**config.mk**
```make
export PLATFORM = sky130hd
export DESIGN_NAME = vh_result_unpacker
export DESIGN_NICKNAME = d
export VERILOG_FILES = /design/src/rtl/vh_result_pkg.sv /design/src/rtl/vh_field_ext.sv /design/src/rtl/vh_result_unpacker.sv
export SDC_FILE = /design/constraint.sdc
export NUM_CORES = 1
export LEC_CHECK = 0
export ABC_AREA = 1
export BUFFER_PORTS_ARGS = -buffer_cell sky130_fd_sc_hd__buf_2
export CAP_MARGIN = 10
export CORE_UTILIZATION = 30
export CTS_CLUSTER_SIZE = 14
export DETAILED_ROUTE_END_ITERATION = 10
export HOLD_SLACK_MARGIN = 0.1
export PLACE_DENSITY = 0.49
export SYNTH_ARGS = -nofsm -noshare
export SYNTH_HDL_FRONTEND = slang
export SYNTH_SLANG_ARGS = --single-unit
```
**constraint.sdc**
```tcl
create_clock -name clk -period 10.95 [get_ports clk]
set_clock_uncertainty 0.15 [all_clocks]
set_input_delay 0.5475 -clock clk [delete_from_list [all_inputs] [get_ports clk]]
set_output_delay 0.5475 -clock clk [all_outputs]
set_load 0.01 [all_outputs]
```
**src/rtl/vh_result_pkg.sv**
```systemverilog
// ----------------------------------------------------------------------------
// vh_result_pkg
//
// Shared definitions for the packed expression-result bus {y0..y17}.
//
// The 90-bit word carries 18 fields, y0 in the most significant bits.
// The field layout repeats every three fields:
//   width(k)  = 4 + (k mod 3)  -> 4, 5, 6, 4, 5, 6, ...
//   signed(k) = (k / 3) is odd -> y3-y5, y9-y11 and y15-y17 are signed
// Each group of three fields is 15 bits wide, so 6 groups fill 90 bits.
//
// Contents:
//   VH_NFIELDS, VH_WORD_W, VH_WIN_W   bus geometry
//   vh_fidx_t                         field index type (0..17)
//   vh_state_e                        unpacker FSM states
//   vh_field_w(k), vh_field_signed(k) field map helpers
// ----------------------------------------------------------------------------
package vh_result_pkg;

    localparam int VH_NFIELDS = 18;
    localparam int VH_WORD_W  = 90;
    // Widest field; the extractor always looks at this many top bits.
    localparam int VH_WIN_W   = 6;

    typedef logic [4:0] vh_fidx_t;

    localparam vh_fidx_t VH_LAST_IDX = 5'd17;

    typedef enum logic {
        VH_IDLE = 1'b0,
        VH_BUSY = 1'b1
    } vh_state_e;

    // Bit width of field k.
    function automatic logic [2:0] vh_field_w(input vh_fidx_t k);
        return 3'(4 + (int'(k) % 3));
    endfunction

    // 1 when field k carries a two's-complement value.
    function automatic logic vh_field_signed(input vh_fidx_t k);
        return ((int'(k) / 3) % 2) == 1;
    endfunction

endpackage

```
**src/rtl/vh_field_ext.sv**
```systemverilog
// ----------------------------------------------------------------------------
// vh_field_ext
//
// Combinational width/sign extension of one field to OUT_W bits.
// The field occupies the top width_i bits of the 6-bit window (the window is
// the top of the unpacker's shift register), so the field MSB is always
// win_i[5] regardless of the field width.
//
// Ports:
//   win_i     [5:0]       top six bits of the shift register
//   width_i   [2:0]       field width, 4..6
//   signed_i              1: replicate the field MSB, 0: fill with zeros
//   ext_o     [OUT_W-1:0] right-aligned, extended field
//
// Parameters:
//   OUT_W   output width, must be >= 6
// ----------------------------------------------------------------------------
module vh_field_ext #(
    parameter int OUT_W = 8
) (
    input  logic [5:0]       win_i,
    input  logic [2:0]       width_i,
    input  logic             signed_i,
    output logic [OUT_W-1:0] ext_o
);

    logic [5:0]       field;
    logic [OUT_W-1:0] field_wide;
    logic             fill;

    always_comb begin
        // Right-align the field: drop the (6 - width) bits below it.
        field            = win_i >> (3'd6 - width_i);
        field_wide       = '0;
        field_wide[5:0]  = field;
        fill             = signed_i & win_i[5];
        ext_o            = '0;
        for (int i = 0; i < OUT_W; i++) begin
            ext_o[i] = (i < int'(width_i)) ? field_wide[i] : fill;
        end
    end

endmodule

```
**src/rtl/vh_result_unpacker.sv**
```systemverilog
// ----------------------------------------------------------------------------
// vh_result_unpacker
//
// Receives one 90-bit packed result word {y0..y17} per in_valid/in_ready
// handshake and emits its 18 fields one per out_valid/out_ready handshake,
// y0 first, each extended to OUT_W bits according to its type.
//
// Handshake rule (both sides): a transfer happens on a rising clock edge
// where valid && ready are both 1. The producer holds in_data while in_valid
// is high and not yet accepted; the outputs here hold out_data/out_idx/
// out_signed/out_last stable while out_valid && !out_ready.
//
// Ports:
//   clk, rst           clock, synchronous active-high reset
//   in_valid/in_ready  word handshake
//   in_data   [89:0]   packed word, y0 = [89:86], y17 = [5:0]
//   out_valid/out_ready field handshake
//   out_data  [OUT_W-1:0] field k, extended
//   out_idx   [4:0]    field index k
//   out_signed         field k is a signed type
//   out_last           k == 17
//   out_sum   [OUT_W-1:0] running sum of the word's extended fields so far
//                      (only when VH_UNPACK_CHECKSUM_EN is defined)
//
// Configuration macro: VH_UNPACK_CHECKSUM_EN adds out_sum and its accumulator.
//
// in_ready depends combinationally on out_ready in the last-field cycle so a
// new word can be latched in the same cycle field 17 leaves (no bubble).
// ----------------------------------------------------------------------------
module vh_result_unpacker
    import vh_result_pkg::*;
#(
    parameter int NFIELDS = 18,
    parameter int OUT_W   = 8
) (
    input  logic                 clk,
    input  logic                 rst,
    input  logic                 in_valid,
    output logic                 in_ready,
    input  logic [VH_WORD_W-1:0] in_data,
    output logic                 out_valid,
    input  logic                 out_ready,
    output logic [OUT_W-1:0]     out_data,
    output logic [4:0]           out_idx,
    output logic                 out_signed,
    output logic                 out_last
`ifdef VH_UNPACK_CHECKSUM_EN
    ,
    output logic [OUT_W-1:0]     out_sum
`endif
);

    // ------------------------------------------------------------------
    // Elaboration checks
    // ------------------------------------------------------------------
    if (NFIELDS != VH_NFIELDS) begin : g_bad_nfields
        $error("vh_result_unpacker: NFIELDS must be 18");
    end
    if (OUT_W < VH_WIN_W) begin : g_bad_out_w
        $error("vh_result_unpacker: OUT_W must be >= 6");
    end

    // ------------------------------------------------------------------
    // State
    // ------------------------------------------------------------------
    vh_state_e             state_q, state_d;
    vh_fidx_t              idx_q, idx_d;
    logic [VH_WORD_W-1:0]  shreg_q, shreg_d;
    logic [OUT_W-1:0]      out_data_q;
    logic                  out_signed_q;
    logic                  out_last_q;

    logic                  last_field;
    logic                  take;
    logic                  accept;

    // Field presented next cycle, derived from the next-state values so
    // the output registers line up with idx_q/shreg_q.
    logic [2:0]            nxt_w;
    logic                  nxt_s;
    logic [OUT_W-1:0]      nxt_ext;

    assign last_field = (idx_q == VH_LAST_IDX);
    assign take       = (state_q == VH_BUSY) && out_ready;
    assign in_ready   = (state_q == VH_IDLE) || (take && last_field);
    assign accept     = in_valid && in_ready;

    // ------------------------------------------------------------------
    // Next-state logic
    // ------------------------------------------------------------------
    always_comb begin
        state_d = state_q;
        idx_d   = idx_q;
        shreg_d = shreg_q;
        if (accept) begin
            // Covers both a fresh word from IDLE and the zero-bubble
            // hand-over while field 17 leaves.
            state_d = VH_BUSY;
            idx_d   = '0;
            shreg_d = in_data;
        end else if (take) begin
            // Shift the consumed field out of the top of the register.
            shreg_d = shreg_q << vh_field_w(idx_q);
            if (last_field) begin
                state_d = VH_IDLE;
                idx_d   = '0;
            end else begin
                idx_d = idx_q + 5'd1;
            end
        end
    end

    assign nxt_w = vh_field_w(idx_d);
    assign nxt_s = vh_field_signed(idx_d);

    vh_field_ext #(
        .OUT_W (OUT_W)
    ) u_field_ext (
        .win_i    (shreg_d[VH_WORD_W-1 -: VH_WIN_W]),
        .width_i  (nxt_w),
        .signed_i (nxt_s),
        .ext_o    (nxt_ext)
    );

    // ------------------------------------------------------------------
    // FSM and output registers
    // ------------------------------------------------------------------
    always_ff @(posedge clk) begin
        if (rst) begin
            state_q      <= VH_IDLE;
            idx_q        <= '0;
            shreg_q      <= '0;
            out_data_q   <= '0;
            out_signed_q <= 1'b0;
            out_last_q   <= 1'b0;
        end else begin
            state_q      <= state_d;
            idx_q        <= idx_d;
            shreg_q      <= shreg_d;
            out_data_q   <= nxt_ext;
            out_signed_q <= nxt_s;
            out_last_q   <= (state_d == VH_BUSY) && (idx_d == VH_LAST_IDX);
        end
    end

    assign out_valid  = (state_q == VH_BUSY);
    assign out_idx    = idx_q;
    assign out_data   = out_data_q;
    assign out_signed = out_signed_q;
    assign out_last   = out_last_q;

`ifdef VH_UNPACK_CHECKSUM_EN
    // ------------------------------------------------------------------
    // Running checksum: restarts at field 0 of each latched word and adds
    // each following field as it becomes current.
    // ------------------------------------------------------------------
    logic [OUT_W-1:0] sum_q, sum_d;

    always_comb begin
        sum_d = sum_q;
        if (accept) begin
            sum_d = nxt_ext;
        end else if (take && !last_field) begin
            sum_d = sum_q + nxt_ext;
        end
    end

    always_ff @(posedge clk) begin
        if (rst) begin
            sum_q <= '0;
        end else begin
            sum_q <= sum_d;
        end
    end

    assign out_sum = sum_q;
`endif

endmodule

```
## After elaboration in Yosys (flattened, before gate mapping)

Cells that the tools add are included.

- Magnitude comparators: 7
- Bitwise operators: 3
- Mux-type cells: 14
- Reduce and logical (&&, ||, !) cells: 7
- Shift operators: 2
- Add/sub/neg operators: 4
- Equality and inequality tests: 3
- Divide/modulo/power cells: 3
- $mul: 0

Operators by type and width:

| operator | number |
|---|---|
| $mux W90 | 2 |
| $shl A90 B3 Y90 | 1 |
| $mod A6 B3 Y32 const B | 2 |
| $div A6 B3 Y32 const B | 1 |
| $mux W5 | 3 |
| $eq A5 B5 Y1 const B | 2 |
| $lt A3 B3 Y1 const A | 3 |
| $mux W1 | 9 |
| $add A3 B3 Y3 const A | 2 |
| $lt A1 B3 Y1 const A | 2 |
| $lt A2 B3 Y1 const A | 2 |
| $shr A6 B3 Y6 | 1 |
| $add A5 B1 Y5 const B | 1 |
| $logic_and A1 B1 Y1 | 4 |
| $sub A3 B3 Y3 const A | 1 |
| $and A1 B1 Y1 | 2 |
| $eq A2 B2 Y1 const B | 1 |
| $reduce_bool A2 Y1 | 1 |
| $reduce_or A2 Y1 | 1 |
| $logic_or A1 B1 Y1 | 1 |
| $not A1 Y1 | 1 |

- Flip-flop bits (word level): 106
- ROM bits: 0
- Latch bits: 0
- RAM bits: 0
- Output and inout port bits: 17
- Input bits: 94
- Logic and storage cells: 51
- Memories: 0

## Longest topological paths before layout

Gate-level depths: netlist of the first run.

- Depth after elaboration: 10
- Depth in mapped cells: 36
- Mapped depth without buffers: 36

## Hierarchy

Synthesis of the first run repeated with hierarchy kept, for this count alone.

- Cells, all modules: 1,616
- Area, all modules: 9,439.1 um2

By module, submodules not included:

| module | seq. area each (um2) | cells an instance | instances | area an instance (um2) |
|---|---|---|---|---|
| vh_result_unpacker | 2,122.0 | 1,550 | 1 | 9,100.0 |
| vh_field_ext | 0.0 | 66 | 1 | 339.1 |

## Worst setup path after synthesis of the first run

Ideal clock, no wire load.

- Kind: register to register
- From: reg idx_q[1] (netlist: out_idx[1])
- To: reg out_data_q[1] (netlist: out_data[1])
- Data required time: 10.730 ns
- Arrival time: 4.293 ns
- Setup time: 0.070 ns
- Cell stages (with the launch flop): 32
- Setup slack: 6.436 ns
- Period minus slack after synthesis: 4.514 ns
- Path through: dfxtp_1 inv_1 ha_1 inv_1 nor2_1 nand3_2 nand2_4 nor2_2 ha_1 o21ai_2 nand4_1 nand2_1 inv_1 ha_1 nor2_2 nand3_2 xor2_1 ha_1 inv_1 nand2_1 a21oi_1 nand2_1 nor2_4 nand2_4 nand2_1 nand2_4 ha_1 inv_1 nand3_1 nand3_1 nand2_1 a21oi_1

- Cells in the longest elaborated chain, start to end: 10
- Elaborated cells between the ends (all ways): 23
- Classes of those cells: 4 x add/sub; 3 x div; 1 x order compare; 2 x eq/ne; 2 x shift; 6 x mux; 2 x bitwise; 3 x reduce/logical

Ends and longest elaborated chain:

| what | line | RTL |
|---|---|---|
| from (decl) | vh_result_unpacker.sv:67 | `vh_fidx_t idx_q, idx_d;` |
| from (signal assigned) | vh_result_unpacker.sv:138 | `idx_q <= idx_d;` |
| parallel branches: the longest is 4 deep, another holds $add A5 B1 Y5 | n/a |  |
| $mux W5 * | vh_result_unpacker.sv:95 | `if (accept) begin` |
| net idx_d[4] | vh_result_unpacker.sv:67 |  |
| $mod A6 B3 Y32 / $div A6 B3 Y32 (equally long branches) | vh_result_pkg.sv:36, vh_result_pkg.sv:41 |  |
| $add A3 B3 Y3 / $and A1 B1 Y1 (equally long branches) | n/a |  |
| $sub A3 B3 Y3 / $eq A2 B2 Y1 (equally long branches) | vh_field_ext.sv:33, vh_result_pkg.sv:41 |  |
| $shr A6 B3 Y6 / $and A1 B1 Y1 (equally long branches) | vh_field_ext.sv:33, vh_field_ext.sv:36 |  |
| $mux W1 * | vh_field_ext.sv:39 | `ext_o[i] = (i < int'(width_i)) ? field_wide[i] : fill;` |
| to (signal assigned) | vh_result_unpacker.sv:140 | `out_data_q <= nxt_ext;` |
| to (decl) | vh_result_unpacker.sv:69 | `logic [OUT_W-1:0] out_data_q;` |

Mark *: on every way through the listed nets, which the timed path passes. The select of a mux whose other input is x is not followed.
A chain may end at the register's enable or synchronous reset.

## Final worst setup path of the first run

Same ends and word-level chain as after synthesis.

==> impl.org, run 1 <==
** Critical path
- The worst register-to-register path begins at out_idx[1].
- By startpoint and endpoint, the worst setup path is classified as reg2reg.
- At the worst endpoint, the required time is 11.09 ns.
- The worst setup path is launched from a register.
- Setup slack of the worst register-to-register path :: 5.95 ns
- Slowest cell delay on critical path :: 0.51 ns
- Cell with the biggest individual delay on the critical path :: sky130_fd_sc_hd__dfxtp_1
- Worst reg2reg path depth :: 30
- In this run the worst path has a maximum fanout of 8.
- Launching element of the worst setup path :: out_idx[1]
- For the worst setup path, the data arrival time is 5.14 ns.
- Capturing element type of the critical path :: register
- In this run the critical register-to-register path is captured at out_data[1].

** Power
- Static leakage power :: 4.542 nW
- Overall power consumption after layout is estimated at 1.031 mW.
- Power density relative to cell area :: 108.3 nW/um2
- Highest ir drop seen on vdd :: 0.00006782 V

** Die
- After floorplanning, the core was divided into 61 placement rows.
- Starting density of the core :: 30.70%
- For this design the top-level I/O count stands at 111.
- Core Footprint :: 27,930 um2
- The die is 171.1 um tall.
- The die is 171.1 um wide.
- The die covers 29,260 um2.

** Detailed routing
- Once detail routing completed, the nets flagged for antenna violations numbered 0.
- Wire per inst :: 13.83 um
- Dividing the detail-routed via count by the number of cells gives 4.872.
- Detailed routing placed a total of 1.045 mm of wire on met3.
- For this block, the routed nets add up to 26.29 mm of wire.
- Highest metal layer used by the detailed router :: met4
- DR pass1 iterations :: 5
- For this block, wires on met1 add up to 13.38 mm.
- After the first detailed-routing iteration, the DRC count stood at 600.
- Across all layers, the routed design uses 9,261 vias.
- In the routed design, unresolved DRC markers number 0.
- After detailed routing, the met2 layer carries 11.58 mm of wire.

** Clock tree
- Counting the buffers created by CTS gives 9.
- After clock tree synthesis, the clock-pin slew on the worst setup and hold paths is 0.08 ns.
- Hold Buf Count CTS :: 0
- Clk_lat worst skew :: 0.36 ns
- In this run the post-CTS setup repair buffer count came out at 0.
- TritonCTS built the clock tree.
- Number of gates given a new drive strength after cts :: 0
- CTS max path bufs :: 2
- The tree built by TritonCTS fans out to 106 sinks.
- Clk root buf :: sky130_fd_sc_hd__clkbuf_16
- The clock tree synthesis step divided the H-tree into 3 levels.

** Timing
- Final Slew Violations :: 0
- Maximum clock frequency :: 200.0 MHz
- Worst Max-Slew Pin Slew :: 1.043 ns
- After routing, the total negative slack on setup checks comes to 0 ns.
- The worst path in the final design needs a cycle of 5.001 ns, including I/O delays and setup.
- Unrepaired setup endpoints after global routing :: no
- In the post-route analysis, the smallest setup slack over all paths is 5.949 ns.
- Setup violations remaining at the end of the flow were counted as 0.
- The worst pin sits at a relative slew slack of 30.49%.
- Fraction of the cycle the final worst path needs :: 45.67%
- Number of endpoints with negative hold slack in the final report :: 0

** Layout
- Layout-stage area growth over the synthesis result :: 11.06%
- 0 antenna diodes ended up in the layout.
- Combined area of the multi-input logic cells :: 5356 um2
- The finished cells cover 9523 um2.
- Cells with a size suffix above 1 make up 13.79% of the layout.
- Commonest cells after routing, fill and taps aside :: sky130_fd_sc_hd__nand2_1, sky130_fd_sc_hd__inv_1, sky130_fd_sc_hd__buf_2
- Most common library cell in the layout ignoring fill and taps :: sky130_fd_sc_hd__nand2_1
- Number of nets in the finished design :: 1,623
- Final core utilization :: 34.09%
- Final-layout fill cell count :: 3,296
- Across the whole layout, storage elements account for 2122 um2.

** Worst hold path
- For hold timing, the worst endpoint is shreg_q[0].
- In this run the most critical hold path is launched from shreg_q[0].
- Count of cells along the worst hold path :: 2
- Classification of the worst-slack hold path :: reg2reg

** Yosys
- Total of flip-flops plus latches after synthesis :: 106
- Yosys printed 0 warnings.
- Synth Flop Type :: sky130_fd_sc_hd__dfxtp_1
- After synthesis, the mean cell area works out to 5.790 um2.
- Post-synthesis instance total :: 1,481
- In the synthesized netlist the async set-or-reset flop fraction comes to 0%.
- Summed over its instances, the top area cell type makes up 28.59% of the synthesized netlist area.
- The synthesized design spends more area on one cell type than any other, namely sky130_fd_sc_hd__nand2_1.
- Synthesized net count :: 1,586
- Leading cell types by total area after synthesis :: sky130_fd_sc_hd__nand2_1, sky130_fd_sc_hd__dfxtp_1, sky130_fd_sc_hd__inv_1, sky130_fd_sc_hd__o211ai_1, sky130_fd_sc_hd__nand4_1
- The mapped netlist covers 8574 um2.
- The share of the Yosys chip area taken by registers is 24.75%.
- After synthesis, the netlist uses 44 different library cells.
- In this run, synthesis inferred 0 flip-flops with an integrated enable.

** Flow run
- Max-cap violations in this run came to 0.

** Placement
- At the end of routability-driven placement, the weighted congestion stood at 0.8223.
- Worst setup slack before clock tree synthesis :: 5.950 ns
- Final HPWL DP :: 17.29 mm
- Summing all placed instances gives a cell area of 9229 um2.
- Input and output buffers added on the ports amount to 110.

** GRT
- The first global-routing pass estimated 42.95 mm of wire.
- Summed over all layers, the global routing overflow is 0.
- The via count of the first global-routing pass is 8,556.
- Entering global routing, the biggest net connects 93 pins.
- Antenna violations before repair :: 0
- Global routing consumed, over all layers together, 18.16% of the routing resources.

** Run status
- The flow ran to the end, and the final reports show no timing, DRC or antenna violations.
kinds of logic after synthesis:
logic type,synth area share (%)
compound gates,15.53
xor+xnor,0.3941
fa+ha+maj,1.605
buf+inv,12.99
flops,24.75
simple gates,44.74
per-layer routing:
layer  vias up  track usage, %
li1       4861               -
met1      4168           25.48
met2       211           29.46
met3        21           2.221
met4         0           3.960
met5         -               0
final cells by class:
| class | count | share of cell area, % |
|---|---|---|
| Tap cell | 378 | 4.967 |
| Sequential cell | 106 | 22.28 |
| Clock buffer | 10 | 2.404 |
| Timing Repair Buffer | 119 | 6.491 |
| Clock inverter | 6 | 0.6832 |
| Inverter | 175 | 6.924 |
| Multi-Input combinational cell | 1107 | 56.25 |
worst max-delay path: cells and delay by family (launching register included):
kind / cells / cell delay (ns)
compound gates: 4 / 0.58
xor+xnor: 1 / 0.18
fa+ha+maj: 5 / 1.31
buf+inv: 4 / 0.30
flops: 1 / 0.51
simple gates: 16 / 1.86
flip-flops by register name, indices dropped and copies added (netlist names):
signal,flops
out_data,8
out_idx,5
out_last,1
out_signed,1
out_valid,1
shreg_q,90
metrics by stage:
| stage | hold slack [ns] | std cells |
|---|---|---|
| 2_1_floorplan | 0.3164 | 1481 |
| 3_3_place_gp | 0.3306 | 1885 |
| 3_5_place_dp | 0.3330 | 1885 |
| 4_1_cts | 0.3492 | 1901 |
| 5_1_grt | 0.3772 | 1901 |
| 6_report | 0.3484 | 1901 |
worst max-delay path by stage:
stage                  endpoint  slack, ns  cells past startpoint
finish              out_data[1]       5.95                     30
floorplan           out_data[1]       6.44                     31
CTS                 out_data[1]       5.94                     30
detailed placement  out_data[1]       5.95                     31
global placement    out_data[1]       6.10                     31
global route        out_data[3]       5.46                     30
power breakdown:
group	internal (mW)	total, mW	switching, mW	leakage [nW]
clock	0.179	0.342	0.163	0.143
sequential	0.418	0.442	0.0237	0.874
combinational	0.0867	0.247	0.160	3.52
total	0.684	1.03	0.347	4.54
cells in the mapped netlist, types with 15 or more instances:
cell type and instances:
sky130_fd_sc_hd__a21oi_1 16, sky130_fd_sc_hd__buf_2 27, sky130_fd_sc_hd__clkbuf_1 48, sky130_fd_sc_hd__dfxtp_1 106, sky130_fd_sc_hd__inv_1 158, sky130_fd_sc_hd__inv_2 15
sky130_fd_sc_hd__nand2_1 653, sky130_fd_sc_hd__nand2_2 22, sky130_fd_sc_hd__nand3_1 73, sky130_fd_sc_hd__nand4_1 77, sky130_fd_sc_hd__nor2_1 23, sky130_fd_sc_hd__o211ai_1 76
sky130_fd_sc_hd__o21ai_0 45, sky130_fd_sc_hd__o21ai_1 49
Note: power is estimated with default switching activity, not from simulation.
==> run 2: changes to the inputs <==
clock period = 5.1 ns   (was 10.95 ns; I/O delays follow)
==> run 2 against run 1 <==
  * Cell area grew 4.4%
  * Critical path type unchanged
  * Maximum frequency grew 5.5%
  * Cell count grew 1.7%
  * Die area is the same
  * Largest power group unchanged
  * Utilization grew 1.5 points
  * Non-clock buffer count grew 32
  * Register-to-register slack lost 5.6 ns
  * Critical endpoint unchanged
==> impl.org, run 2 (synthesized netlist as in run 1, its figures left out) <==
** Power
- The total power per unit cell area came to 232.3 nW/um2 (+110%).
- Proportion of power drawn by the clock network :: 34.9% (+1.7 points)
- The reported net switching power came to 0.7576 mW (+120%).
- The static leakage was 4.711 nW (+3.7%).
- Overall Power :: 2.309 mW (+120%)
- Internal cell power :: 1.551 mW (+130%)
- The maximum vdd ir drop came to 0.0001508 V (+120%).
- The sequential fraction of design power is 41.2% (-1.7 points).
- The proportion of total power due to net switching is 32.82% (-0.84 points).
- Share of total power in combinational logic :: 23.9% (about the same)

** Die
- The die outline area came to 29,260 um2 (unchanged).
- The die outline height was 171.1 um (unchanged).
- The core area came to 27,930 um2 (unchanged).
- The number of primary I/O pins is 111 (unchanged).
- The row count was 61 (unchanged).
- The starting utilization of the core area is 30.70% (unchanged).
- The x dimension of the die is 171.1 um (unchanged).

** GRT
- Global route total overflow :: 0 (unchanged)
- The initial antenna violation count came to 0 (unchanged).
- Largest net degree at the start of global routing :: 100 (+7.5%)
- The via count of the first global-routing pass is 8,913 (+4.2%).
- Wire length of the first global-routing pass :: 44.17 mm (+2.9%)
- The all-layer global routing usage was 18.64% (+0.48 points).

** Critical path
- Critical R2R Launch :: out_idx[1]
- Slowest cell delay on critical path :: 0.43 ns (-0.08 ns)
- Worst reg2reg path endpoint :: out_data[1]
- The slowest stage of the critical path belongs to the cell sky130_fd_sc_hd__dfxtp_2.
- Critical Path RT :: 5.18 ns (-5.91 ns)
- Tracing the worst setup path back leads to its startpoint at out_idx[1].
- The minimum setup slack among reg-to-reg paths is 0.36 ns (-5.59 ns).
- The largest fanout of any net on the critical path is 8 (unchanged).
- The worst reg2reg path depth is 31 (+3.3%).
- STA classifies the critical path endpoint as a register.
- Arrival time at the worst endpoint :: 4.83 ns (-0.31 ns)
- The worst setup path is of the reg2reg kind.
- STA classifies the critical path startpoint as a register.

** Layout
- Commonest cells after routing, fill and taps aside :: sky130_fd_sc_hd__nand2_1, sky130_fd_sc_hd__inv_1, sky130_fd_sc_hd__buf_2
- The final design instance area without fill came to 9938 um2 (+4.4%).
- Layout-stage area growth over the synthesis result :: 15.91%
- Leaving out fill and tap cells, the most frequent cell in the layout is sky130_fd_sc_hd__nand2_1.
- Fin cells :: 1,933 (+1.7%)
- Number of nets in the finished design :: 1,655 (+2.0%)
- Number of flip-flops in the largest register :: 90 (unchanged)
- Antenna fix cells :: 0 (unchanged)
- The register with the most flip-flops in the final layout is shreg_q.
- The filler cell count in the final layout is 3,209 (-2.6%).
- Layout cells sized above 1 :: 14.34% (+0.55 points)

** Detailed routing
- The via-per-instance ratio was 4.863 (-0.17%).
- The starting DRC count in detailed routing is 616 (+2.7%).
- The average routed wire per standard cell is 13.77 um (-0.40%).
- Number of nets with antenna violations after detailed routing :: 0 (unchanged)
- Vias after detailed routing :: 9,401 (+1.5%)
- The number of optimization iterations in the first detailed-route pass came to 5 (unchanged).
- The final routed wirelength across all metal layers is 26.63 mm (+1.3%).
- The remaining design rule violation count was 0 (unchanged).

** Clock tree
- CTS clk-pin slew, worst paths :: 0.08 ns (about the same)
- Number of buffers added by the clock tree synthesis step :: 9 (unchanged)
- The root buffer cell chosen for the clock tree is sky130_fd_sc_hd__clkbuf_16.
- The number of levels in the clock H-tree is 3 (unchanged).
- CTS max path bufs :: 2 (unchanged)
- The source-to-sink clock delay at the later pin of the worst-skew pair is 0.36 ns (about the same).
- TritonCTS clock tree :: yes
- The number of clock sinks was 106 (unchanged).

** Timing
- The setup total negative slack is 0 ns (unchanged).
- Final Slew Violations :: 0 (unchanged)
- Headroom to the max-slew limit :: 25.63% (-4.9 points)
- Maximum clock frequency :: 210.9 MHz (+5.5%)
- The part of the cycle the worst path needs is 92.97% (+47 points).
- The transition at the pin with the smallest max-transition slack is 1.116 ns (+0.07294 ns).
- The hold violation count in the final report was 0 (unchanged).
- # setup viols final :: 0 (unchanged)
- The final critical-path required period is 4.742 ns (-0.2589 ns).

** Placement
- The placed wire-length estimate came to 18.09 mm (+4.6%).
- Count of input and output buffers :: 110 (unchanged)
- Post-placement cell count :: 1,889 (+0.21%)
- DP Area :: 9321 um2 (+1.0%)
- The global placer's final weighted congestion is 0.8328 (+1.3%).

** Flow run
- The count of max-cap constraint violations was 0 (unchanged).

** Worst hold path
- The instance count along the most critical hold path was 5 (+3).
- The worst hold path belongs to the class in2reg.
- The startpoint identified for the worst hold timing path is in_data[43].
- The worst hold path terminates at shreg_q[43].

** Run status
- The run finished with clean final reports.
## run 2: area by class of cell
class / instances / area [um2] / area share [%]
multi-input combinational: 1107 / 5366 / 54.00
tap: 378 / 473.0 / 4.759
timing repair buffer: 151 / 985.9 / 9.921
clock buffer: 11 / 242.7 / 2.442
sequential: 106 / 2126 / 21.39
clock inverter: 5 / 85.08 / 0.8561
inverter: 175 / 659.4 / 6.635
## run 2: how the worst max path moves through the flow
stage                  endpoint  slack [ns]  depth (start not counted)
floorplan           out_data[1]        0.59                         31
global placement    out_data[1]        0.26                         31
detailed placement  out_data[1]        0.15                         31
CTS                 out_data[1]        0.14                         31
global route        out_data[1]       -0.03                         34
finish              out_data[1]        0.36                         31
## run 2: power by group through the flow
stage	Combinational, mW	Clock, mW	Sequential, mW
global route	0.635	0.856	0.960
CTS	0.555	0.835	0.949
global placement	0.536	0	0.969
finish	0.553	0.805	0.951
floorplan	0.391	0	0.957
detailed placement	0.537	0	0.968
## run 2: metal layers
metal / global-route usage, % / up-vias / wire, um
li1: - / 4911 / -
met1: 25.60 / 4282 / 13530
met2: 30.68 / 187 / 11780
met3: 2.151 / 21 / 931
met4: 4.891 / 0 / 391
met5: 0 / - / 0
## run 2: what timing repair did
item	CTS	global route
buffers inserted	0	2
endpoints found under the setup margin	0	6
hold buffers	26	0
endpoints found under the hold margin	26	0
resized for setup	0	7
## run 2: metrics by stage
| step | util (%) | hold slack [ns] | worst slack [ns] |
|---|---|---|---|
| 2_1_floorplan | - | 0.1768 | 0.5861 |
| 3_3_place_gp | 33.37 | 0.3324 | 0.2598 |
| 3_5_place_dp | 33.37 | 0.3326 | 0.1464 |
| 4_1_cts | 35.47 | 0.1002 | 0.1446 |
| 5_1_grt | 35.58 | 0.1291 | -0.02983 |
| 6_report | 35.58 | 0.1030 | 0.3584 |
## run 2: worst max-delay path: cells and delay by family, from the launching register on
| kind | cells | cell delay, ns |
|---|---|---|
| xor gates and xnor gates | 1 | 0.17 |
| and+or+nand+nor | 17 | 1.81 |
| adders and majority gates | 5 | 1.29 |
| DFF | 1 | 0.43 |
| AOI/OAI and AO/OA | 3 | 0.36 |
| buffers and inverters | 5 | 0.39 |
==> run 3: changes to the inputs <==
CTS_BUF_LIST = sky130_fd_sc_hd__clkbuf_2 sky130_fd_sc_hd__clkbuf_4 sky130_fd_sc_hd__clkbuf_8   (was unset)
PLACE_DENSITY = unset   (was 0.49)
==> run 3 against run 2 <==
  * Cell area increased by 4.9%
  * Sequential power about the same
  * Cell count increased by 3.0%
  * Sequential cell count unchanged
  * Clock power decreased by 29%
  * Die area unchanged
  * Combinational power increased by 6.0%
  * Worst hold slack improved by 0.0052 ns
  * Worst setup slack improved by 0.042 ns
  * Maximum frequency increased by 0.88%
  * Global-route usage decreased by 0.55 points
  * Sequential share of layout area decreased by 0.95 points
  * Critical path type unchanged
==> impl.org, run 3 (synthesized netlist as in run 1, its figures left out) <==
** Die
- Die height :: 171.1 um (unchanged)
- The x dimension of the die was 171.1 um (unchanged).
- The row count came to 61 (unchanged).
- Starting density of the core :: 30.70% (unchanged)
- The core area was 27,930 um2 (unchanged).
- The number of primary I/O pins was 111 (unchanged).
- The die outline area is 29,260 um2 (unchanged).

** Layout
- The fraction of layout instances using a drive strength above 1 is 14.07% (-0.27 points).
- In the layout the commonest cells are sky130_fd_sc_hd__nand2_1, sky130_fd_sc_hd__inv_1, sky130_fd_sc_hd__buf_2.
- Largest register by flop count :: shreg_q
- The antenna cell count was 0 (unchanged).
- Layout-stage area growth over the synthesis result :: 21.58%
- The non-filler instance count after layout is 1,991 (+3.0%).
- Most common library cell in the layout ignoring fill and taps :: sky130_fd_sc_hd__nand2_1
- The filler cell count in the final layout is 3,114 (-3.0%).
- The number of flip-flops under the largest register name is 90 (unchanged).
- Final core utilization :: 37.32% (+1.7 points)
- Number of nets in the finished design :: 1,713 (+3.5%)

** Detailed routing
- The via count of the routed design came to 9,744 (+3.6%).
- Initial DRC Count :: 785 (+27%)
- The residual antenna-violating net count after detailed routing came to 0 (unchanged).
- Wire per inst :: 13.19 um (-4.2%)
- The via-per-instance ratio came to 4.894 (+0.63%).
- The final routed wirelength across all metal layers is 26.26 mm (-1.4%).
- DR pass1 iterations :: 7 (+2)
- DRC violation count after routing :: 0 (unchanged)

** Clock tree
- Number of buffers added by the clock tree synthesis step :: 9 (unchanged)
- CTS H-tree depth :: 3 (unchanged)
- The number of clock sinks came to 106 (unchanged).
- TritonCTS built the clock tree.
- CTS max path bufs :: 2 (unchanged)
- Clk root buf :: sky130_fd_sc_hd__clkbuf_8
- The clock input transition at the sequential cells of the worst setup and hold paths was 0.11 ns (+0.03 ns).
- The source-to-sink clock delay at the later pin of the worst-skew pair is 0.41 ns (+0.05 ns).

** Power
- Switching share of total power :: 35.03% (+2.2 points)
- Register share of total power :: 45.0% (+3.8 points)
- Net Switching :: 0.7382 mW (-2.6%)
- The internal power came to 1.369 mW (-12%).
- The proportion of power drawn by the clock network came to 27.2% (-7.7 points).
- The maximum vdd ir drop is 0.0001052 V (-30%).
- The proportion of power drawn by combinational gates was 27.8% (+3.9 points).
- Power density relative to cell area :: 202.2 nW/um2 (-13%)
- The static leakage came to 4.894 nW (+3.9%).

** Critical path
- Slowest cell delay on critical path :: 0.39 ns (-0.04 ns)
- In this run the critical register-to-register path is launched from out_idx[1].
- The worst endpoint data arrival time is 4.86 ns (+0.03 ns).
- The critical path is of the reg2reg type.
- The worst setup path is launched from a register.
- Critical Path Fanout Max :: 8 (unchanged)
- STA classifies the critical path endpoint as a register.
- The data required time of the worst path came to 5.26 ns (+0.08 ns).
- Cell with the biggest individual delay on the critical path :: sky130_fd_sc_hd__dfxtp_4
- In this run the worst setup path begins at out_idx[1].

** Timing
- The hold violation count in the final report was 0 (unchanged).
- Unrepaired setup endpoints after global routing :: no
- The final critical-path required period came to 4.700 ns (-0.04155 ns).
- # setup viols final :: 0 (unchanged)
- The transition at the pin with the smallest max-transition slack came to 1.095 ns (-0.02024 ns).
- The fmax came to 212.8 MHz (+0.88%).
- The number of pins with negative max-slew slack in the final report is 0 (unchanged).
- The relative max-transition margin was 26.98% (+1.3 points).
- Worst setup slack after layout :: 0.3999 ns (+0.04155 ns)
- The hold slack is 0.1082 ns (+0.005224 ns).
- Fraction of the cycle the final worst path needs :: 92.16% (-0.81 points)
- Setup TNS :: 0 ns (unchanged)

** GRT
- Antenna violations before repair :: 1 (+1)
- The overflow left after global routing was 0 (unchanged).
- Wire length of the first global-routing pass :: 43.20 mm (-2.2%)
- Largest net degree at the start of global routing :: 101 (+1.0%)
- The via count of the first global-routing pass was 9,152 (+2.7%).
- Global routing usage summed across all routing layers :: 18.09% (-0.55 points)

** Placement
- The global placer's final weighted congestion is 0.8252 (-0.91%).
- The number of buffers inserted by port buffering is 110 (unchanged).
- Post-placement cell count :: 1,889 (unchanged)
- Final HPWL DP :: 17.45 mm (-3.5%)
- The worst-case setup slack after placement came to 0.08783 ns (-0.05852 ns).

** Flow run
- Count of max-cap constraint violations :: 0 (unchanged)

** Run status
- Run status :: completed

** Worst hold path
- Classification of the worst-slack hold path :: in2reg
- In this run the most critical hold path is launched from in_data[6].
## run 3: worst paths after layout
kind	to	slack, ns	cells after the start
setup / recovery	out_data[0]	0.40	33
setup reg to reg	out_data[0]	0.40	33
hold reg to reg	shreg_q[82]	0.36	2
hold / removal	shreg_q[6]	0.11	5
## run 3: power by group through the flow
stage / clock network, mW / logic [mW] / registers, mW
after CTS: 0.598 / 0.583 / 0.948
after floorplan: 0 / 0.391 / 0.957
after global routing: 0.625 / 0.666 / 0.958
final: 0.573 / 0.586 / 0.949
after detailed placement: 0 / 0.531 / 0.966
after global placement: 0 / 0.526 / 0.966
## run 3: routing by layer
| metal | wire length (um) | GRT usage (%) |
|---|---|---|
| met1 | 12600 | 24.01 |
| met2 | 11880 | 30.28 |
| met3 | 1499 | 2.984 |
| met4 | 263 | 4.464 |
| met5 | 13 | 0 |
## run 3: through the flow
step | power (mW) | cell area [um2]
3_5_place_dp | 1.496 | 9310
4_1_cts | 2.129 | 10350
2_1_floorplan | 1.348 | 8574
5_1_grt | 2.250 | 10430
3_3_place_gp | 1.492 | 9310
6_report | 2.108 | 10430
## run 3: critical path: cells and delay by family, from the launching register on
family,cells,cell delay [ns]
xor+xnor,1,0.18
compound gates,3,0.43
buf+inv,6,0.40
fa+ha+maj,5,1.10
flops,1,0.39
simple gates,18,1.96
## run 3: final cells by class
class	instances	area (um2)	share of cell area, %
clock inverters	6	71.32	0.6841
inverters	175	660.6	6.337
repair buffers	209	1554	14.91
multi-input cells	1107	5404	51.84
clock buffers	10	131.4	1.260
well taps	378	473.0	4.537
flip-flops and latches	106	2131	20.44
## run 3: what timing repair did
item | CTS | global route
buffers inserted | 0 | 2
hold endpoints to repair | 84 | 0
gates resized for setup | 0 | 16
hold buffers | 84 | 0
endpoints found under the setup margin | 0 | 6
